[src/rtl/two_ask_demod.sv]
// Non-coherent 2ASK demodulator: aligns to the first carrier burst, counts high
// samples over each symbol and slices the count against a threshold.
module two_ask_demod #(
    parameter int SYM_LEN  = 16,
    parameter int THRESH   = 4,
    parameter int MAX_ZERO = 8,
    parameter int CNT_W    = 5,
    parameter int ZR_W     = 4
) (
    input  logic clk,
    input  logic reset,
    input  logic en,
    input  logic din,
    output logic dout,
    output logic dout_valid,
    output logic lock
);

    typedef enum logic [1:0] {
        IDLE  = 2'd0,
        HUNT  = 2'd1,
        TRACK = 2'd2
    } state_t;

    localparam logic [CNT_W-1:0] LAST_POS  = CNT_W'(SYM_LEN - 1);
    localparam logic [ZR_W-1:0]  LAST_ZERO = ZR_W'(MAX_ZERO - 1);
    localparam logic [31:0]      THRESH_U  = 32'(THRESH);

    state_t            state, state_next;
    logic [CNT_W-1:0]  pos, pos_next;
    logic [CNT_W-1:0]  acc, acc_next;
    logic [ZR_W-1:0]   zrun, zrun_next;
    logic              dout_next;
    logic              valid_next;
    logic [CNT_W-1:0]  total;
    logic              decision;

    // NOTE: every signal written here gets a default first, so no path leaves
    // one unassigned and no latch is inferred.
    always_comb begin
        state_next = state;
        pos_next   = pos;
        acc_next   = acc;
        zrun_next  = zrun;
        dout_next  = dout;
        valid_next = 1'b0;
        total      = acc + {{(CNT_W-1){1'b0}}, din};
        decision   = ({{(32-CNT_W){1'b0}}, total} >= THRESH_U);

        unique case (state)
            IDLE: begin
                if (en) state_next = HUNT;
            end
            HUNT: begin
                if (!en) begin
                    state_next = IDLE;
                    pos_next   = '0;
                    acc_next   = '0;
                    zrun_next  = '0;
                end else if (din) begin
                    // This edge is sample 0 of the first symbol.
                    state_next = TRACK;
                    pos_next   = CNT_W'(1);
                    acc_next   = CNT_W'(1);
                end
            end
            TRACK: begin
                if (!en) begin
                    state_next = IDLE;
                    pos_next   = '0;
                    acc_next   = '0;
                    zrun_next  = '0;
                end else if (pos == LAST_POS) begin
                    dout_next  = decision;
                    valid_next = 1'b1;
                    pos_next   = '0;
                    acc_next   = '0;
                    if (decision) begin
                        zrun_next = '0;
                    end else if (zrun == LAST_ZERO) begin
                        // Too many silent symbols: drop lock and re-hunt.
                        state_next = HUNT;
                        zrun_next  = '0;
                    end else begin
                        zrun_next = zrun + ZR_W'(1);
                    end
                end else begin
                    pos_next = pos + CNT_W'(1);
                    acc_next = total;
                end
            end
            default: begin
                state_next = IDLE;
                pos_next   = '0;
                acc_next   = '0;
                zrun_next  = '0;
            end
        endcase
    end

    // NOTE: state registers use non-blocking assignments so every flop sees
    // the pre-edge values of the others.
    always_ff @(posedge clk) begin
        if (reset) begin
            state      <= IDLE;
            pos        <= '0;
            acc        <= '0;
            zrun       <= '0;
            dout       <= 1'b0;
            dout_valid <= 1'b0;
            lock       <= 1'b0;
        end else begin
            state      <= state_next;
            pos        <= pos_next;
            acc        <= acc_next;
            zrun       <= zrun_next;
            dout       <= dout_next;
            dout_valid <= valid_next;
            lock       <= (state_next == TRACK);
        end
    end

endmodule
[config.mk]
export PLATFORM = sky130hd
export DESIGN_NAME = two_ask_demod
export DESIGN_NICKNAME = d
export VERILOG_FILES = /design/src/rtl/two_ask_demod.sv
export SDC_FILE = /design/constraint.sdc
export NUM_CORES = 1
export LEC_CHECK = 0
export ABC_CLOCK_PERIOD_IN_PS = 2000
export CAP_MARGIN = 15
export CORE_MARGIN = 2
export CORE_UTILIZATION = 46
export DETAILED_ROUTE_END_ITERATION = 8
export PLACE_DENSITY = 0.72
export SLEW_MARGIN = 40
export SYNTH_ARGS = -nofsm -noshare
export SYNTH_HDL_FRONTEND = slang
export SYNTH_SLANG_ARGS = --single-unit
[constraint.sdc]
create_clock -name clk -period 2 [get_ports clk]
set_input_delay 0.4 -clock clk [delete_from_list [all_inputs] [get_ports clk]]
set_output_delay 0.4 -clock clk [all_outputs]
set_load 0.1 [all_outputs]
* Word-level counts from Yosys, hierarchy flattened
Index checks and enable logic that the tools add are counted.
Storage, ports and cells: logic and storage cells 50, bits in latches 0, memories kept 0, input bits 4, output and inout port bits 3, RAM bits 0, ROM bits 0, register bits 19
Cells by class: divide/modulo/power cells 0, $add $sub $neg 3, mux-type cells 23, equality and inequality tests 8, magnitude comparators 1, shifts and indexed selects 0, bitwise logic cells 3, multiply operators 0, reduce and logical (&&, ||, !) cells 5
Operators by type and width (count):
- 5-bit 2-to-1 mux | 6
- 5-bit case mux with 3 select lines | 2
- 4-bit 2-to-1 mux | 5
- 2-bit 2-to-1 mux | 7
- 4-bit case mux with 3 select lines | 1
- 3-bit inequality test (second input constant) | 2
- 2-bit case mux with 3 select lines | 1
- 3-bit AND reduction | 2
- 5-bit by 1-bit adder with 5-bit output | 1
- 5-bit by 1-bit adder with 5-bit output (second input constant) | 1
- 5-bit by 4-bit == test with 1-bit output (second input constant) | 1
- 5-bit by 3-bit greater-or-equal comparator with 1-bit output (second input constant) | 1
- 4-bit by 1-bit adder with 4-bit output (second input constant) | 1
- 2-bit == test (second input constant) | 2
- 4-bit by 3-bit == test with 1-bit output (second input constant) | 1
- 1-bit NOT | 3
- 3-bit OR reduction | 1
- 2-bit by 1-bit == test with 1-bit output (second input constant) | 1
- 2-bit logical NOT | 1
- 2-bit inequality test (second input constant) | 1
- 2-bit AND reduction | 1
- 1-bit 2-to-1 mux | 1

* Logic depth before layout (Yosys ltp)
depth in word-level cells 7, gate-level depth with buffers 8

* Worst setup path after synthesis
OpenSTA, ideal clock, no wires.
path type in2reg, start point in din, end point reg lock, slack 0.150 ns, required time 1.884 ns, stages on the path 6, data arrival time 1.733 ns, buffers on the path 0, cell sequence ha_1 > ha_1 > nor4_1 > nor2_1 > o41a_1 > and4_1
On the way: longest elaborated chain between the ends 7
RTL lines:
- start: declaration | line 13 | input logic din,
- 5-bit by 1-bit adder with 5-bit output | line 47 | total = acc + {{(CNT_W-1){1'b0}}, din};
- 5-bit by 3-bit greater-or-equal comparator with 1-bit output | line 48 | decision = ({{(32-CNT_W){1'b0}}, total} >= THRESH_U);
- 2-bit 2-to-1 mux | line 78 | if (decision) begin
- 2-bit 2-to-1 mux | line 73 | end else if (pos == LAST_POS) begin
- 2-bit 2-to-1 mux | line 68 | if (!en) begin
- 2-bit case mux with 3 select lines (*) | line 50 | unique case (state)
- 2-bit == test (*) | line 119 | lock <= (state_next == TRACK);
- end signal: assignment | line 119
- end: declaration | line 16 | output logic lock
Every way passes the cells marked *; elsewhere a longest branch is shown, timed or not. A chain may end at the register's enable or synchronous reset.

* Worst setup path after layout
start point reg state[1], end point reg pos[3]
On the way: longest elaborated chain between the ends 3
RTL lines:
- start: declaration | line 29 | state_t state, state_next;
- start signal: assignment | line 113 | state <= state_next;
- 2-bit by 1-bit == test with 1-bit output / 2-bit logical NOT (equally long branches) | line 50
- 3-bit inequality test (no line) / 1-bit NOT (equally long branches)
- 2-bit AND reduction (no line)
- end signal: assignment | line 114 | pos <= pos_next;
- end: declaration | line 30 | logic [CNT_W-1:0] pos, pos_next;
Several ways; a longest one is shown, not always the timed one.

==> results.toml <==
[outcome]
run_status = "finished clean"

[setup_path]
critical-path-slowest-cell = "dfxtp_1"
critPathKind = "reg -> reg"
start_kind = "flop"
arrival_ns = 2.03
worstPathMaxFanout = 8
max_stage_delay_ns = 0.46
end_kind = "flop"
required_ns = 2.22
cp_cell_sequence = "inv_1 > ha_1 > nand2_1 > o21bai_2 > buf_4 > nor3_1 > nor2_1 > a311oi_1"

[route]
wl_per_cell_um = 13.28
wl_met1_um = 1139
num_vias = 1011
finalWirelength_um = 2417
wl_met3_um = 56
postRouteAntennaNets = 0
wl_met2_um = 1202
top_layer_used = "met4"
drc_errors = 0
drt_pass1_iterations = 4
via_per_inst = 5.555
drt-initial-drc-count = 19

[clock_network]
cts_setup_buffers = 0
numCtsBuffers = 3
insertion_delay_ns = 0.30
path_clk_slew_ns = 0.11
cts_buffer_depth = 2
cts-root-buf = "clkbuf_4"
cts_num_sinks = 19
postCtsHoldBufs = 0
cts-htree-levels = 1
cts_tree = "done"

[logic_synthesis]
ys_ff_latch = 19
synth_edf_count = 0
post_synth_num_cell_types = 32
async_flop_share_pct = 0
ys_seq_area_share_pct = 35.81
syn_avg_cell_area_um2 = 7.869
synth_flop_cell = "dfxtp_1"
syn-num-nets = 147
postSynthCellCount = 135
syn_area_um2 = 1062
yosysWarnings = 0

[sta]
rsz0062_at_grt = "false"
finalSetupViolations = 0
period_share_pct = 90.60
slew_violations = 0
finalHoldViolations = 0
period_needed_ns = 1.812
fmax_mhz = 551.9
fin_ws_ns = 0.1881
clock_skew_ns = 0.007218
worst_slew_pin_slew_ns = 0.3394
relSlewSlack_pct = 77.20

[pwr]
p_comb_share_pct = 14.6
p_leak_uw = 0.0004718
power.switching_uw = 185.5
power_density_nw_per_um2 = 531.5
p_total_uw = 687.0
seq_power_share_pct = 56.2
vdd_drop_max_uv = 410.1
p_sw_share_pct = 27.00
intPower_uw = 501.5
p_clk_share_pct = 29.1

[finish]
final_nets = 167
diodes = 0
fin_util_pct = 58.99
final_cell_count_no_fill = 182
drive_gt1_share_pct = 18.18
syn2layout_area_growth_pct = 21.67
post-route-cell-area_um2 = 1292

[placed_design]
postPlaceCellArea_um2 = 1232
pre_cts_ws_ns = -0.3599
port_buffers = 6
place_inst = 178
dp.final_hpwl_um = 1836
gp_congestion = 0.8412

[floorplanning]
design.die.area_um2 = 2710
io_pins = 7
die_h_um = 52.06
start_util_pct = 48.49
row_count = 17
coreArea_um2 = 2191
fp.dieW_um = 52.06

[global_route]
grt_pass1_wl_um = 3946
grt_usage_pct = 19.73
grt_max_degree = 11
antenna_found_initial = 0
grt_overflow = 0
grt_pass1_vias = 919

[min_path]
hold_class = "reg -> reg"

[job]
cap_violations = 0
-- layer usage --
layer,up-vias,track usage (%)
li1,529,-
met1,463,23.89
met2,17,34.18
met3,2,3.448
met4,0,7.895
met5,-,0
-- state kept, by name, summed over array words and instances, names as in the netlist --
signal      count
lock            1
acc             5
dout_valid      1
state           2
zrun            4
pos             5
dout            1
-- worst paths after layout --
path / from / to / slack (ns) / cells after the start
worst max-delay path: state[1] / pos[3] / 0.19 / 8
worst min register to register: pos[4] / pos[4] / 0.49 / 1
worst max register to register: state[1] / pos[3] / 0.19 / 8
worst min-delay path: pos[4] / pos[4] / 0.49 / 1
-- area by class of cell --
cell class,count,area (um^2)
Clock buffer,4,26.28
Fill cell,210,898.4
Inverter,7,26.28
Multi-Input combinational cell,104,664.4
Sequential cell,19,380.4
Tap cell,28,35.03
Timing Repair Buffer,20,160.2
-- logic make-up after synthesis --
| group | synth area share, % |
|---|---|
| AND/OR/NAND/NOR | 27.56 |
| AO/OA/AOI/OAI | 22.61 |
| flip-flops | 35.81 |
| buffers and inverters | 4.594 |
| adder cells (fa/ha/maj) | 9.423 |
-- synth_stat cells (all sizes together) (2+ instances only) --
library cell  instances  area, um^2
a31oi                 4       25.02
nor3b                 2       15.01
nor3                  4       20.02
nor4                  3       18.77
a311oi                4       35.03
nand3b                4       30.03
nand2                17       63.81
nor2                 14       55.06
a22oi                 2       15.01
nand4                 3       18.77
ha                    8       100.1
inv                   7       26.28
o21ai                11       55.05
clkbuf                3       12.51
nand3                 7       35.03
a21oi                10       53.80
dfxtp                19       380.4
buf                   2       10.01
-- power groups by stage --
| stage | sequential [uW] | clock, uW | combinational [uW] |
|---|---|---|---|
| after CTS | 386 | 206 | 97.9 |
| after global placement | 395 | 0 | 95.9 |
| after global routing | 387 | 220 | 111 |
| final | 386 | 200 | 101 |
| after detailed placement | 395 | 0 | 97.4 |
| after floorplan | 397 | 0 | 58.1 |
-- cells in the final DEF (no fill, tap or decap), drive strengths merged, types with 2 or more instances in the layout --
master	count
a31oi	4
dfxtp	19
buf	17
nand3b	4
nand3	7
inv	7
nor3b	2
a22oi	2
o21ai	11
a311oi	4
a21oi	10
ha	8
nor3	4
clkbuf	4
nand4	3
nand2	17
nor2	14
nor4	3
clkdlybuf4s50	2
-- metrics by stage --
stage	hold slack [ns]	TNS [ns]
after floorplan	0.4511	0
after global placement	0.4657	-0.8209
after CTS	0.4852	0
final	0.4864	0
after detailed placement	0.4677	-1.208
after global routing	0.5057	0
-- critical path, delay by kind of cell (launching register included) --
| kind | cells | cell delay, ns |
|---|---|---|
| AO/OA/AOI/OAI | 2 | 0.31 |
| buffers and inverters | 2 | 0.25 |
| AND/OR/NAND/NOR | 3 | 0.42 |
| adder cells (fa/ha/maj) | 1 | 0.28 |
| flip-flops | 1 | 0.46 |
-- what timing repair did --
action	4_1_cts	5_1_grt
gates resized for setup	1	5
pin swaps	0	1
endpoints found under the setup margin	1	1
No activity file was read; power rests on OpenSTA's default activity.
